## src/rtl/ddr_line_cache.sv

```systemverilog
// rtl/ddr_line_cache.sv - direct-mapped read-only line cache in front of the DDR3 Avalon read port
module ddr_line_cache #(
    parameter int ADDR_W     = 29,
    parameter int DATA_W     = 64,
    parameter int LINE_WORDS = 8,
    parameter int NUM_LINES  = 4
) (
    input  logic              clock,
    input  logic              reset,
    input  logic              ddram_rd_in,
    input  logic [ADDR_W-1:0] ddram_addr_in,
    output logic              ddram_busy_out,
    output logic [DATA_W-1:0] ddram_readdata_out,
    output logic              ddram_valid_out,
    input  logic              invalidate_in,
    output logic [ADDR_W-1:0] ddram_addr_out,
    output logic [7:0]        ddram_burstcnt_out,
    output logic              ddram_rd_out,
    input  logic              ddram_waitrequest_in,
    input  logic              ddram_valid_in,
    input  logic [DATA_W-1:0] ddram_readdata_in
);

    localparam int OFF_W  = $clog2(LINE_WORDS);
    localparam int IDX_W  = $clog2(NUM_LINES);
    localparam int IDX_WS = (IDX_W > 0) ? IDX_W : 1;
    localparam int TAG_W  = ADDR_W - OFF_W - IDX_W;

    typedef enum logic [1:0] {S_IDLE, S_REQ, S_FILL, S_RESP} state_t;

    state_t state_q, state_d;

    // Line storage and tags carry no reset; the valid bits alone decide a hit.
    logic [DATA_W-1:0] mem_q [NUM_LINES][LINE_WORDS];
    logic [TAG_W-1:0]  tag_q [NUM_LINES];

    logic [NUM_LINES-1:0] valid_q, valid_d;
    logic [OFF_W-1:0]     cnt_q, cnt_d;
    logic [ADDR_W-1:0]    req_addr_q, req_addr_d;
    logic                 inv_seen_q, inv_seen_d;
    logic                 rd_out_q, rd_out_d;
    logic [ADDR_W-1:0]    addr_out_q, addr_out_d;
    logic                 valid_out_q, valid_out_d;
    logic [DATA_W-1:0]    rdata_q, rdata_d;

    function automatic logic [IDX_WS-1:0] idx_of(input logic [ADDR_W-1:0] a);
        if (IDX_W == 0) return '0;
        return IDX_WS'(a >> OFF_W);
    endfunction

    function automatic logic [TAG_W-1:0] tag_of(input logic [ADDR_W-1:0] a);
        return TAG_W'(a >> (OFF_W + IDX_W));
    endfunction

    logic [IDX_WS-1:0] in_idx, req_idx;
    logic [OFF_W-1:0]  in_off, req_off;
    logic [TAG_W-1:0]  in_tag;
    logic              accept, hit, beat, last_beat;

    // Request decode: an invalidate in the same cycle forces a miss.
    always_comb begin
        in_idx    = idx_of(ddram_addr_in);
        in_off    = ddram_addr_in[OFF_W-1:0];
        in_tag    = tag_of(ddram_addr_in);
        req_idx   = idx_of(req_addr_q);
        req_off   = req_addr_q[OFF_W-1:0];
        accept    = ddram_rd_in && (state_q == S_IDLE || state_q == S_RESP);
        hit       = valid_q[in_idx] && (tag_q[in_idx] == in_tag) && !invalidate_in;
        beat      = (state_q == S_FILL) && ddram_valid_in;
        last_beat = beat && (cnt_q == OFF_W'(LINE_WORDS - 1));
    end

    // State register.
    always_ff @(posedge clock) begin
        if (reset) state_q <= S_IDLE;
        else       state_q <= state_d;
    end

    // Next state: RESP accepts like IDLE so a new request overlaps the response.
    always_comb begin
        state_d = state_q;
        case (state_q)
            S_IDLE, S_RESP: state_d = (accept && !hit) ? S_REQ : S_IDLE;
            S_REQ:          if (!ddram_waitrequest_in) state_d = S_FILL;
            S_FILL:         if (last_beat) state_d = S_RESP;
            default:        state_d = S_IDLE;
        endcase
    end

    // FSM outputs: busy only while a line is being requested or filled.
    always_comb begin
        ddram_busy_out = (state_q == S_REQ) || (state_q == S_FILL);
    end

    // Datapath next values: valid bits, DDR command, fill counter and returned word.
    always_comb begin
        req_addr_d  = req_addr_q;
        rd_out_d    = rd_out_q;
        addr_out_d  = addr_out_q;
        valid_out_d = 1'b0;
        rdata_d     = rdata_q;
        cnt_d       = cnt_q;
        inv_seen_d  = inv_seen_q;
        valid_d     = valid_q;
        if (invalidate_in) valid_d = '0;
        if (invalidate_in && (state_q == S_REQ || state_q == S_FILL)) inv_seen_d = 1'b1;
        if (accept) begin
            req_addr_d = ddram_addr_in;
            if (hit) begin
                valid_out_d = 1'b1;
                rdata_d     = mem_q[in_idx][in_off];
            end else begin
                valid_d[in_idx] = 1'b0;
                addr_out_d      = {ddram_addr_in[ADDR_W-1:OFF_W], {OFF_W{1'b0}}};
                rd_out_d        = 1'b1;
                inv_seen_d      = 1'b0;
            end
        end
        if (state_q == S_REQ && !ddram_waitrequest_in) rd_out_d = 1'b0;
        if (beat) begin
            cnt_d = cnt_q + 1'b1;
            if (cnt_q == req_off) rdata_d = ddram_readdata_in;
            if (last_beat) begin
                valid_d[req_idx] = !(inv_seen_q || invalidate_in);
                valid_out_d      = 1'b1;
            end
        end
    end

    // Datapath registers.
    always_ff @(posedge clock) begin
        if (reset) begin
            valid_q     <= '0;
            cnt_q       <= '0;
            req_addr_q  <= '0;
            inv_seen_q  <= 1'b0;
            rd_out_q    <= 1'b0;
            addr_out_q  <= '0;
            valid_out_q <= 1'b0;
            rdata_q     <= '0;
        end else begin
            valid_q     <= valid_d;
            cnt_q       <= cnt_d;
            req_addr_q  <= req_addr_d;
            inv_seen_q  <= inv_seen_d;
            rd_out_q    <= rd_out_d;
            addr_out_q  <= addr_out_d;
            valid_out_q <= valid_out_d;
            rdata_q     <= rdata_d;
        end
    end

    // Line fill: each accepted beat lands at the current fill position.
    always_ff @(posedge clock) begin
        if (beat) mem_q[req_idx][cnt_q] <= ddram_readdata_in;
    end

    // Tag is written with the last beat so a partial line never matches.
    always_ff @(posedge clock) begin
        if (last_beat) tag_q[req_idx] <= tag_of(req_addr_q);
    end

    assign ddram_readdata_out = rdata_q;
    assign ddram_valid_out    = valid_out_q;
    assign ddram_addr_out     = addr_out_q;
    assign ddram_rd_out       = rd_out_q;
    assign ddram_burstcnt_out = 8'(LINE_WORDS);

endmodule

```

## config.mk

```make
export PLATFORM = sky130hd
export DESIGN_NAME = ddr_line_cache
export DESIGN_NICKNAME = d
export VERILOG_FILES = /design/src/rtl/ddr_line_cache.sv
export SDC_FILE = /design/constraint.sdc
export NUM_CORES = 2
export LEC_CHECK = 0
export CAP_MARGIN = 5
export CELL_PAD_IN_SITES_DETAIL_PLACEMENT = 1
export CELL_PAD_IN_SITES_GLOBAL_PLACEMENT = 2
export CORE_MARGIN = 1
export CORE_UTILIZATION = 52
export DETAILED_ROUTE_END_ITERATION = 10
export PLACE_DENSITY = 0.9
export SLEW_MARGIN = 20
export SYNTH_ARGS = -nofsm -noshare
export SYNTH_HDL_FRONTEND = slang
export SYNTH_SLANG_ARGS = --single-unit
```

## constraint.sdc

```tcl
create_clock -name clock -period 12.3 [get_ports clock]
set_clock_uncertainty 0.1 [all_clocks]
set_input_delay 2.46 -clock clock [delete_from_list [all_inputs] [get_ports clock]]
set_output_delay 2.46 -clock clock [all_outputs]
set_load 0.05 [all_outputs]
```

==> flow_summary.ini <==
[status]
status = finished with violations
violations = design-rule violations

[clock_tree]
cts.sinks = 2275
cts_resized = 0
clockBufferDepth = 3
cts_hold_buf = 0
numCtsBuffers = 218
cts_root_buf = clkbuf_16
clk_pin_slew_ps = 60
cts_tree = done
post_cts_buffers = 0
clk_latency_ps = 860
cts_max_level = 4

[die]
start_util_pct = 52.5
chipHeight_microns = 410
dieArea_sq_um = 168000
die_width_microns = 410
io_pins = 203
rows = 149
core_sq_um = 165000

[placement]
placed_cells = 6479
numPortBuffers = 191
place_ws_ps = 4470
dpl.hpwl_microns = 122000
gp_routability_congestion = 0.744

[pwr]
cellPowerDensity_nw_per_um2 = 169
power_leakage_nw = 31.0
peakVddDrop_uv = 169

[route]
wl_per_cell_microns = 36.1
drt_wl_total_microns = 249000
drt.antenna.violating_nets = 0
first_pass_iters = 11
drc = 24
viasPerCell = 6.69
first_iter_violations = 6565
dr_total_vias = 46100

[cells_and_area]
multi_input_area_sq_um = 18700
mostFrequentLayoutCells = edfxtp_1, mux4_2, mux2i_1, clkbuf_16, clkdlybuf4s50_1
seqCellArea_sq_um = 67000
final_common_cell = edfxtp_1
final_cells = 6895
fillerInstances = 13900
final_nets = 4614
syn2layout_area_growth_pct = 13.5
drive_gt1_share_pct = 19.3

[grt]
grt_use_met3_pct = 6.18
grt_pass1_vias = 47900
grt_max_degree = 85
antenna_found_initial = 10
track_usage_pct = 29.5
met2_usage_pct = 48.0
grtUsageMet1_pct = 39.4
grt_pass1_wl_microns = 351000
grt-busiest-layer = met2
grt-ovfl-total = 0

[timing]
fin_crit_sh_pct = 56.0
relSlewSlack_pct = 17.9
max_slew.worst_pin.slew_ps = 1230
setup_viol = 0
rsz0062_at_grt = no
max_freq_mhz = 145
hold_viol = 0
finalCriticalPeriod_ps = 6890
setup_slack_ps = 5410
slew_viol_final = 0
tns_ps = 0

[min_path]
min_from = valid_q[2]$_SDFF_PP0_
hold_path_depth = 2
holdPathEnd = valid_q[2]$_SDFF_PP0_
hold_class = flip-flop to flip-flop

[setup_path]
critPathArrivalTime_ps = 7480
critPathLaunchType = primary input
crit_fanout = 84
end_kind = flip-flop
ff2ff_setup_slack_ps = 7960
critical_path_class = primary input to flip-flop
timing.rr.start = tag_q[1][8]$_DFFE_PP_
required_ps = 12890
timing.rr.end = ddram_readdata_out[30]$_SDFF_PP0_
rr_worst_depth = 8

[logic_synthesis]
synth_top_area_share_pct = 74.3
avgSynthCellArea_sq_um = 20.4
synthFlopType = edfxtp_1
synth.distinct_cells = 53
ys_async_sr_fraction_pct = 0
ys_seq_area_share_pct = 77.3
synth_top_area_cell = edfxtp_1
synth-warning-count = 0
syn_area_sq_um = 86700
synth_edf_count = 2144
synthCells = 4251
synth_area_leaders = edfxtp_1, mux4_2, mux2i_1
ys_seq_elements = 2275

[run]
maxCapViolations = 0
==> stage by stage <==
stage                     hold slack [ps]  total power [mW]  area [sq um]  util (%)
after global placement                351              9.91         91200      55.2
after CTS                             377              16.7         98500      59.6
after global routing                  399              17.0         98400      59.6
after floorplan                       335              9.47         86700         -
after detailed placement              368              9.96         91200      55.2
final                                 371              16.7         98400      59.6
==> critical path: stages <==
cell and delay [ps]:
buf_8 560, buf_4 790, inv_1 400, a221oi_1 320
nand4_1 120, a221oi_1 350, and4_4 930, buf_4 910
mux2i_1 330, o21ai_1 120
==> Yosys cell counts, types with 4 or more instances <==
cell       instances
ha_1               4
buf_1             12
mux4_2           397
nand4_1           67
o21a_1             4
xnor2_1           14
a22oi_1          127
o21ai_1           49
edfxtp_1        2144
nand3_1            7
inv_1             14
buf_12             6
xor2_1            15
and3_1             4
mux2i_1          347
nand2_1          140
dfxtp_1          131
buf_2             75
a21oi_1           35
clkbuf_1         151
a2111oi_0         13
nand2b_1          57
buf_4             17
nor2_1            51
or2_2              4
buf_6              7
a211oi_1          39
a221oi_1         104
o21ai_0          146
nor2b_1           28
==> sequential cells by signal, summed over array words and instances, names as in the netlist <==
| signal | cells |
|---|---|
| tag_q | 96 |
| req_addr_q | 29 |
| ddram_valid_out | 1 |
| inv_seen_q | 1 |
| ddram_rd_out | 1 |
| valid_q | 4 |
| mem_q | 2048 |
| ddram_addr_out | 26 |
| state_q | 2 |
| ddram_readdata_out | 64 |
| cnt_q | 3 |
==> cell families (layout without fill, tap and decap cells) <==
group	after synthesis	count (layout)	share of synthesized area, %
DFF	2275	2275	77.3
buffers and inverters	282	725	1.58
xor gates and xnor gates	29	29	0.293
muxes	750	750	14.5
and+or+nand+nor	374	374	2.15
adders and majority gates	4	4	0.0577
AOI/OAI and AO/OA	535	535	4.16
other	2	14	0.00866
==> final cells by class <==
class                      count  share of cell area, %
antenna                        3                0.00763
clock buffer                 297                   6.14
sequential                  2275                   68.1
multi-input combinational   1703                   19.0
timing repair buffer         299                   2.71
tap                         2189                   2.78
inverter                      14                 0.0534
clock inverter               115                   1.23
==> routing by layer <==
metal	vias up	share of wire (%)
met1	24400	37
met4	10	3.9
met5	-	0.028
met2	2990	49
met3	591	9.9
li1	18100	-
==> worst max path at each step <==
stage,depth (start not counted),from,slack (ps),end
after global routing,10,ddram_addr_in[3],5080,ddram_readdata_out[29]$_SDFF_PP0_
final,10,ddram_addr_in[3],5410,ddram_readdata_out[30]$_SDFF_PP0_
after CTS,10,ddram_addr_in[3],5320,ddram_readdata_out[30]$_SDFF_PP0_
after global placement,10,ddram_addr_in[3],4650,ddram_readdata_out[12]$_SDFF_PP0_
after detailed placement,10,ddram_addr_in[3],4470,ddram_readdata_out[19]$_SDFF_PP0_
after floorplan,4,ddram_valid_in,6100,mem_q[0][128]$_DFFE_PP_
==> report_power, final <==
| group | switching, mW | internal, mW |
|---|---|---|
| combinational | 0.777 | 0.370 |
| clock | 2.98 | 3.88 |
| sequential | 0.0739 | 8.59 |
| total | 3.83 | 12.8 |
(Power assumes the default switching activity.)
